File: src/rtl/rat_io_pkg.sv
// Shared I/O constants for the RAT board wrapper: port IDs, the seven-segment
// font and the digit-select encoding used by the display multiplexer.
package rat_io_pkg;

  localparam logic [7:0] SWITCHES_ID = 8'h20;
  localparam logic [7:0] LEDS_ID     = 8'h40;
  localparam logic [7:0] SSEG_ID     = 8'h81;
  localparam logic [7:0] SSEG_BLANK  = 8'hFF;

  // Active-low {DP, g..a}; DP bit is 1 (off) in every entry.
  localparam logic [7:0] HEX_FONT [16] = '{
    8'hC0, 8'hF9, 8'hA4, 8'hB0, 8'h99, 8'h92, 8'h82, 8'hF8,
    8'h80, 8'h90, 8'h88, 8'h83, 8'hC6, 8'hA1, 8'h86, 8'h8E
  };

  typedef enum logic [1:0] {
    DIGIT_LO      = 2'd0,
    DIGIT_HI      = 2'd1,
    DIGIT_BLANK_2 = 2'd2,
    DIGIT_BLANK_3 = 2'd3
  } digit_e;

endpackage

File: src/rtl/rat_mcu.sv
// Behavioural stand-in for the RAT core: the port bus is driven from the
// *_drv variables, which a unit bench sets hierarchically.
module rat_mcu (
  input  logic       CLK,
  input  logic       RESET,
  input  logic       INT,
  input  logic [7:0] IN_PORT,
  output logic [7:0] OUT_PORT,
  output logic [7:0] PORT_ID,
  output logic       IO_STRB
);

  logic [7:0] out_port_drv = '0;
  logic [7:0] port_id_drv  = '0;
  logic       io_strb_drv  = 1'b0;

  assign OUT_PORT = out_port_drv;
  assign PORT_ID  = port_id_drv;
  assign IO_STRB  = io_strb_drv;

  logic unused_inputs;
  assign unused_inputs = ^{CLK, RESET, INT, IN_PORT};

endmodule

File: src/rtl/sseg_mux.sv
// Four-digit multiplexed seven-segment driver: shows the display register as
// two hex digits on the right, leaving the left two digits blank.
module sseg_mux
  import rat_io_pkg::*;
#(
  parameter int unsigned REFRESH_BITS = 17
) (
  input  logic       clk,
  input  logic       rst_n,
  input  logic [7:0] disp_val,
  output logic [7:0] sseg,
  output logic [3:0] disp_en
);

  logic [REFRESH_BITS-1:0] refresh_cnt;
  digit_e                  sel;

  always_ff @(posedge clk or negedge rst_n) begin
    if (!rst_n) refresh_cnt <= '0;
    else        refresh_cnt <= refresh_cnt + 1'b1;
  end

  assign sel = digit_e'(refresh_cnt[REFRESH_BITS-1 -: 2]);

  always_comb begin
    disp_en = ~(4'b0001 << sel);
    sseg    = SSEG_BLANK;
    unique case (sel)
      DIGIT_LO: sseg = HEX_FONT[disp_val[3:0]];
      DIGIT_HI: sseg = HEX_FONT[disp_val[7:4]];
      default:  sseg = SSEG_BLANK;
    endcase
  end

endmodule

File: src/rtl/rat_wrapper.sv
// Board-level top for the RAT microcontroller: port-bus decode, LED/display
// registers, button-to-interrupt shaping and the seven-segment driver.
module rat_wrapper
  import rat_io_pkg::*;
#(
  parameter int unsigned REFRESH_BITS = 17,
  parameter int unsigned INT_STRETCH  = 2
) (
  input  logic       CLK,
  input  logic       BTNC,
  input  logic       BTNL,
  input  logic [7:0] SWITCHES,
  output logic [7:0] LEDS,
  output logic [7:0] SSEG,
  output logic [3:0] DISP_EN
);

  localparam int unsigned STRETCH_W = $clog2(INT_STRETCH + 1);

  logic                 mcu_reset;
  logic [7:0]           in_port;
  logic [7:0]           out_port;
  logic [7:0]           port_id;
  logic                 io_strb;
  logic                 int_req;
  logic [7:0]           disp_reg;
  logic                 btnl_meta;
  logic                 btnl_sync;
  logic                 btnl_prev;
  logic                 edge_q;
  logic [STRETCH_W-1:0] stretch_cnt;

  assign mcu_reset = ~BTNC;

  rat_mcu u_mcu (
    .CLK      (CLK),
    .RESET    (mcu_reset),
    .INT      (int_req),
    .IN_PORT  (in_port),
    .OUT_PORT (out_port),
    .PORT_ID  (port_id),
    .IO_STRB  (io_strb)
  );

  assign in_port = (port_id == SWITCHES_ID) ? SWITCHES : '0;

  always_ff @(posedge CLK or negedge BTNC) begin
    if (!BTNC) begin
      LEDS     <= '0;
      disp_reg <= '0;
    end else if (io_strb) begin
      if (port_id == LEDS_ID) LEDS     <= out_port;
      if (port_id == SSEG_ID) disp_reg <= out_port;
    end
  end

  // Registered edge strobe puts the counter load three cycles after the
  // first sample of BTNL; a fresh edge reloads an already-running count.
  always_ff @(posedge CLK or negedge BTNC) begin
    if (!BTNC) begin
      btnl_meta   <= 1'b0;
      btnl_sync   <= 1'b0;
      btnl_prev   <= 1'b0;
      edge_q      <= 1'b0;
      stretch_cnt <= '0;
    end else begin
      btnl_meta <= BTNL;
      btnl_sync <= btnl_meta;
      btnl_prev <= btnl_sync;
      edge_q    <= btnl_sync & ~btnl_prev;
      if (edge_q)                 stretch_cnt <= STRETCH_W'(INT_STRETCH);
      else if (stretch_cnt != '0) stretch_cnt <= stretch_cnt - 1'b1;
    end
  end

  assign int_req = (stretch_cnt != '0);

  sseg_mux #(
    .REFRESH_BITS (REFRESH_BITS)
  ) u_sseg_mux (
    .clk      (CLK),
    .rst_n    (BTNC),
    .disp_val (disp_reg),
    .sseg     (SSEG),
    .disp_en  (DISP_EN)
  );

endmodule

File: config.mk
export PLATFORM = sky130hd
export DESIGN_NAME = rat_wrapper
export DESIGN_NICKNAME = d
export VERILOG_FILES = /design/src/rtl/rat_io_pkg.sv /design/src/rtl/rat_mcu.sv /design/src/rtl/sseg_mux.sv /design/src/rtl/rat_wrapper.sv
export SDC_FILE = /design/constraint.sdc
export NUM_CORES = 1
export LEC_CHECK = 0
export ABC_AREA = 1
export CELL_PAD_IN_SITES_DETAIL_PLACEMENT = 2
export CELL_PAD_IN_SITES_GLOBAL_PLACEMENT = 2
export CORE_ASPECT_RATIO = 1.5
export CORE_MARGIN = 2
export CORE_UTILIZATION = 27
export CTS_CLUSTER_DIAMETER = 120
export CTS_CLUSTER_SIZE = 20
export DETAILED_ROUTE_END_ITERATION = 7
export PLACE_DENSITY = 0.95
export SETUP_SLACK_MARGIN = 0.1
export SLEW_MARGIN = 30
export SYNTH_ARGS = -nofsm -noshare
export SYNTH_HDL_FRONTEND = slang
export SYNTH_SLANG_ARGS = --single-unit
File: constraint.sdc
create_clock -name CLK -period 3.9 [get_ports CLK]
set_clock_uncertainty 0.15 [all_clocks]
set_input_delay 0.585 -clock CLK [delete_from_list [all_inputs] [get_ports CLK]]
set_output_delay 0.585 -clock CLK [all_outputs]
set_load 0.005 [all_outputs]
# ---- Word level (Yosys, flattened, before mapping)
# Index checks and enable logic that the tools add are counted.
# Widths: inputs -> output; s select.
dict set report totals {
  ff_bits 17
  latchBits 0
  ram_bits 0
  romBits 0
  out_inout_bits 20
  wordCells 8
  n_memories 0
}
dict set report op_classes {
  addsub 1
  n_mul 0
  div_mod_pow 0
  magnitude_cmp 0
  n_eq_ne 1
  shift 1
  muxes 1
  n_bitwise 1
  n_reduce_logical 2
}
# cell n
set op_table {}
lappend op_table {{$add 17x1->17 const B} 1}
lappend op_table {{$mux 6} 1}
lappend op_table {{$not 4->4} 1}
lappend op_table {{$shl 1x2->4 const A} 1}
lappend op_table {{$eq 2x1->1 const B} 1}
lappend op_table {{$logic_not 2->1} 1}
lappend op_table {{$reduce_or 2->1} 1}

# ---- Logic depth before layout (Yosys ltp)
dict set report depth {
  depth_word 3
  mapped_depth 8
}

# ---- By module
# Synthesis repeated with hierarchy kept, for this count alone.
dict set report unflattened {
  hier_cells 366
  area_unflattened_um2 2708.8
}
# module n_inst cells_per_inst area_per_inst_um2 seq_area_each_um2
set modules_own_cells {}
lappend modules_own_cells {sseg_mux 1 228 1491.4 425.4}
lappend modules_own_cells {rat_wrapper 1 120 1086.0 550.5}
lappend modules_own_cells {rat_mcu 1 18 131.4 0.0}

# ---- Worst setup path after synthesis
# OpenSTA, ideal clock, no wires.
dict set report synth_timing {
  path_kind {register -> output}
  from {register u_sseg_mux.refresh_cnt[16]}
  to {output port SSEG[1]}
  arrival_time_ns 0.724
  t_required_ns 3.165
  slack_ns 2.441
  stages_incl_launch_ff 3
  cell_sequence {dfrtp_1 clkbuf_1 buf_4}
}
dict set report synth_between {
  elab_chain_len 3
  elab_cells_between_ends 4
  classes_between {eq/ne: 1; mux: 1; reduce/logical: 2}
}
# item line_no
set synth_rtl {}
lappend synth_rtl {{start: declaration} sseg_mux.sv:15} ;# logic [REFRESH_BITS-1:0] refresh_cnt;
lappend synth_rtl {{start signal: assignment} sseg_mux.sv:20} ;# else refresh_cnt <= refresh_cnt + 1'b1;
lappend synth_rtl {{$eq 2x1->1 / $logic_not 2->1 (equally long branches)} sseg_mux.sv:28} ;# unique case (sel)
lappend synth_rtl {{$reduce_or 2->1 (no source line) (*)} n/a}
lappend synth_rtl {{$mux 6 (*)} sseg_mux.sv:28}
lappend synth_rtl {{end: declaration} rat_wrapper.sv:14} ;# output logic [7:0] SSEG,
# Every way passes the cells marked *; elsewhere a longest branch is shown, timed or not.

# ---- Worst setup path after layout
dict set report layout_timing {
  from {register u_sseg_mux.refresh_cnt[16]}
  to {output port DISP_EN[1]}
}
dict set report layout_between {
  elab_chain_len 2
}
# item line_no
set layout_rtl {}
lappend layout_rtl {{$shl 1x2->4} sseg_mux.sv:26} ;# disp_en = ~(4'b0001 << sel);
lappend layout_rtl {{$not 4->4} sseg_mux.sv:26}
lappend layout_rtl {{end: declaration} rat_wrapper.sv:15} ;# output logic [3:0] DISP_EN
# Every way passes these cells.

==> results.json <==
{
  "status": "completed",
  "final_cell_mix": "38 x nand2_1, 17 x dfrtp_1, 14 x nor2_1",
  "hold_buffers": 0,
  "grt.overflow.total": 0,
  "clk_path_buf_depth": 2,
  "critical_path.top_delay_family": "buffers and inverters",
  "port_buffers": 11,
  "largest_register": "u_sseg_mux.refresh_cnt",
  "worstPathCellList": "inv_1, nand2_1, clkdlybuf4s50_1",
  "largest_reg_flops": 17,
  "drc": 0,
  "hold_path.class": "reg -> reg",
  "finalCritPeriodShare_pct": 55.58,
  "area_delta_synth_final_pct": 12.78,
  "cp_num_buf_inv": 2,
  "fin_cells": 171,
  "fmax_ghz": 0.4614,
  "clk_latency_ns": 0.25,
  "grt_pass1_wl_microns": 4022,
  "p_per_area_nw_per_um2": 291.6,
  "cts_tree": "yes",
  "place_congestion": 0.7023,
  "tns_ns": 0,
  "synthDistinctLibCells": 18,
  "clock-sinks": 17,
  "p_int_mw": 0.2481,
  "num_vias": 764,
  "start_util_pct": 28.10,
  "cp.arrival_ns": 1.43,
  "ys_ff_latch": 17,
  "max_stage_delay_ns": 0.49,
  "top_regs": "u_sseg_mux.refresh_cnt x17",
  "grt_pass1_vias": 824,
  "fill_cells": 406,
  "power_mw": 0.3156,
  "rsz0062_at_grt": "no",
  "die_area_sq_um": 4057,
  "critPathMaxFanout": 10,
  "layout.cells.most_common": "nand2_1",
  "dp_hpwl_microns": 1858,
  "seq_area_frac_synth_pct": 44.33,
  "vias_per_cell": 4.468,
  "crit_path_start_kind": "flop",
  "syn_inst": 122,
  "wl_microns": 2407,
  "finalSetupViolCount": 0,
  "avgSynthCellArea_sq_um": 7.866,
  "grt_max_degree": 18,
  "hold_violations": 0,
  "die_x_microns": 52.68,
  "first_pass_iters": 3,
  "tightest_slew_ns": 0.7990,
  "worstSetupPathType": "reg -> out",
  "track_usage_pct": 13.41,
  "clkTransAtPathRegs_ns": 0.07,
  "ys_warn_count": 0,
  "switchingPower_mw": 0.06755,
  "clkPwrFrac_pct": 42.0,
  "dp_cells": 167,
  "htree_num_levels": 1,
  "holdWs_ns": 0.3464,
  "cp-end-kind": "output pin",
  "dieHeight_microns": 77.02,
  "drive_gt1_share_pct": 6.977,
  "num_rows": 26,
  "antenna_found_initial": 0,
  "synth_area_sq_um": 959.7,
  "antenna_left": 0,
  "required_ns": 3.16,
  "wl_per_cell_microns": 14.08,
  "post_cts_resized": 0,
  "fin_crit_ns": 2.168,
  "seqPwrFrac_pct": 55.8,
  "diodes": 0,
  "cts_setup_buffers": 0,
  "clockRootBuffer": "clkbuf_8",
  "core_sq_um": 3416,
  "io_pins": 31,
  "power.share.switching_pct": 21.40,
  "nets": 142,
  "crit_path_top_delay_cell": "clkdlybuf4s50_1",
  "multiInputGateArea_sq_um": 410.4,
  "drt_iter0_markers": 8,
  "p_leak_nw": 0.4949,
  "numCtsBuffers": 3,
  "drv_slew": 0,
  "area.sequential_sq_um": 425.4,
  "p_comb_share_pct": 2.1,
  "drv_cap": 0,
  "ir_worst_vdd_mv": 0.1414,
  "slew_headroom_pct": 46.57
}
[stage by stage]
stage	worst slack [ns]	util, %	instance area (sq um)
global route	1.629	31.69	1082
floorplan	2.441	-	989.7
detailed placement	1.982	30.33	1036
global placement	2.050	30.33	1036
CTS	1.704	31.69	1082
finish	1.732	31.69	1082
[final timing paths]
path	from	endpoint	slack (ns)	cells past startpoint
worst max register to register	u_sseg_mux.refresh_cnt[0]	u_sseg_mux.refresh_cnt[12]	2.43	8
min in group asynchronous	BTNC	u_sseg_mux.refresh_cnt[15]	0.64	1
worst min register to register	u_sseg_mux.refresh_cnt[0]	u_sseg_mux.refresh_cnt[0]	0.35	1
max in group asynchronous	BTNC	u_sseg_mux.refresh_cnt[16]	2.46	1
worst min-delay path	u_sseg_mux.refresh_cnt[0]	u_sseg_mux.refresh_cnt[0]	0.35	1
worst max-delay path	u_sseg_mux.refresh_cnt[16]	DISP_EN[1]	1.73	3
[power groups by stage]
stage	combinational, mW	sequential (mW)	clock [mW]
detailed placement	0.00676	0.180	0
CTS	0.00669	0.176	0.137
global route	0.00799	0.176	0.144
global placement	0.00647	0.180	0
finish	0.00672	0.176	0.133
floorplan	0.00936	0.180	0
[synthesized netlist by cell type]
cell type,n,area share [%]
nand2_1,38,15
dfrtp_1,17,44
buf_4,15,12
nor2_1,14,5.5
inv_1,10,3.9
nand3_1,4,2.1
xor2_1,4,3.7
xnor2_1,3,2.7
conb_1,2,0.78
nand2_2,2,1.3
nand3b_1,2,1.6
nand4_1,2,1.3
nor2_2,2,1.3
o21ai_0,2,1.0
o21ai_1,2,1.0
clkbuf_1,1,0.39
ha_1,1,1.3
nor2_4,1,1.2
[worst register-to-register path: stages, from the launching register on]
cell,delay [ns]
dfrtp_1,0.39
ha_1,0.22
nand2_1,0.07
nor2_1,0.13
nand2_2,0.13
inv_1,0.10
nand2_1,0.06
nand2_1,0.07
nand2_1,0.05
[cell families after synthesis]
kind of cell	synth area share, %
adders and majority gates	1.304
buffers and inverters	16.04
and+or+nand+nor	29.07
other	0.7826
DFF	44.33
xor gates and xnor gates	6.389
AOI/OAI and AO/OA	2.086
[metal layers]
layer | GRT usage (%) | routed length [microns] | up-vias
met2 | 26.38 | 1409 | 22
met1 | 12.61 | 843 | 376
met3 | 2.529 | 88 | 7
li1 | - | - | 359
met4 | 5.128 | 65 | 0
met5 | 0 | 0 | -
[area by class of cell]
cell class	count	area share, %
Clock buffer	3	3.815
Inverter	10	3.468
Multi-Input combinational cell	87	37.92
Clock inverter	1	0.4624
Tap cell	42	4.855
Sequential cell	17	39.31
Timing Repair Buffer	11	10.17
(Power assumes the default switching activity.)
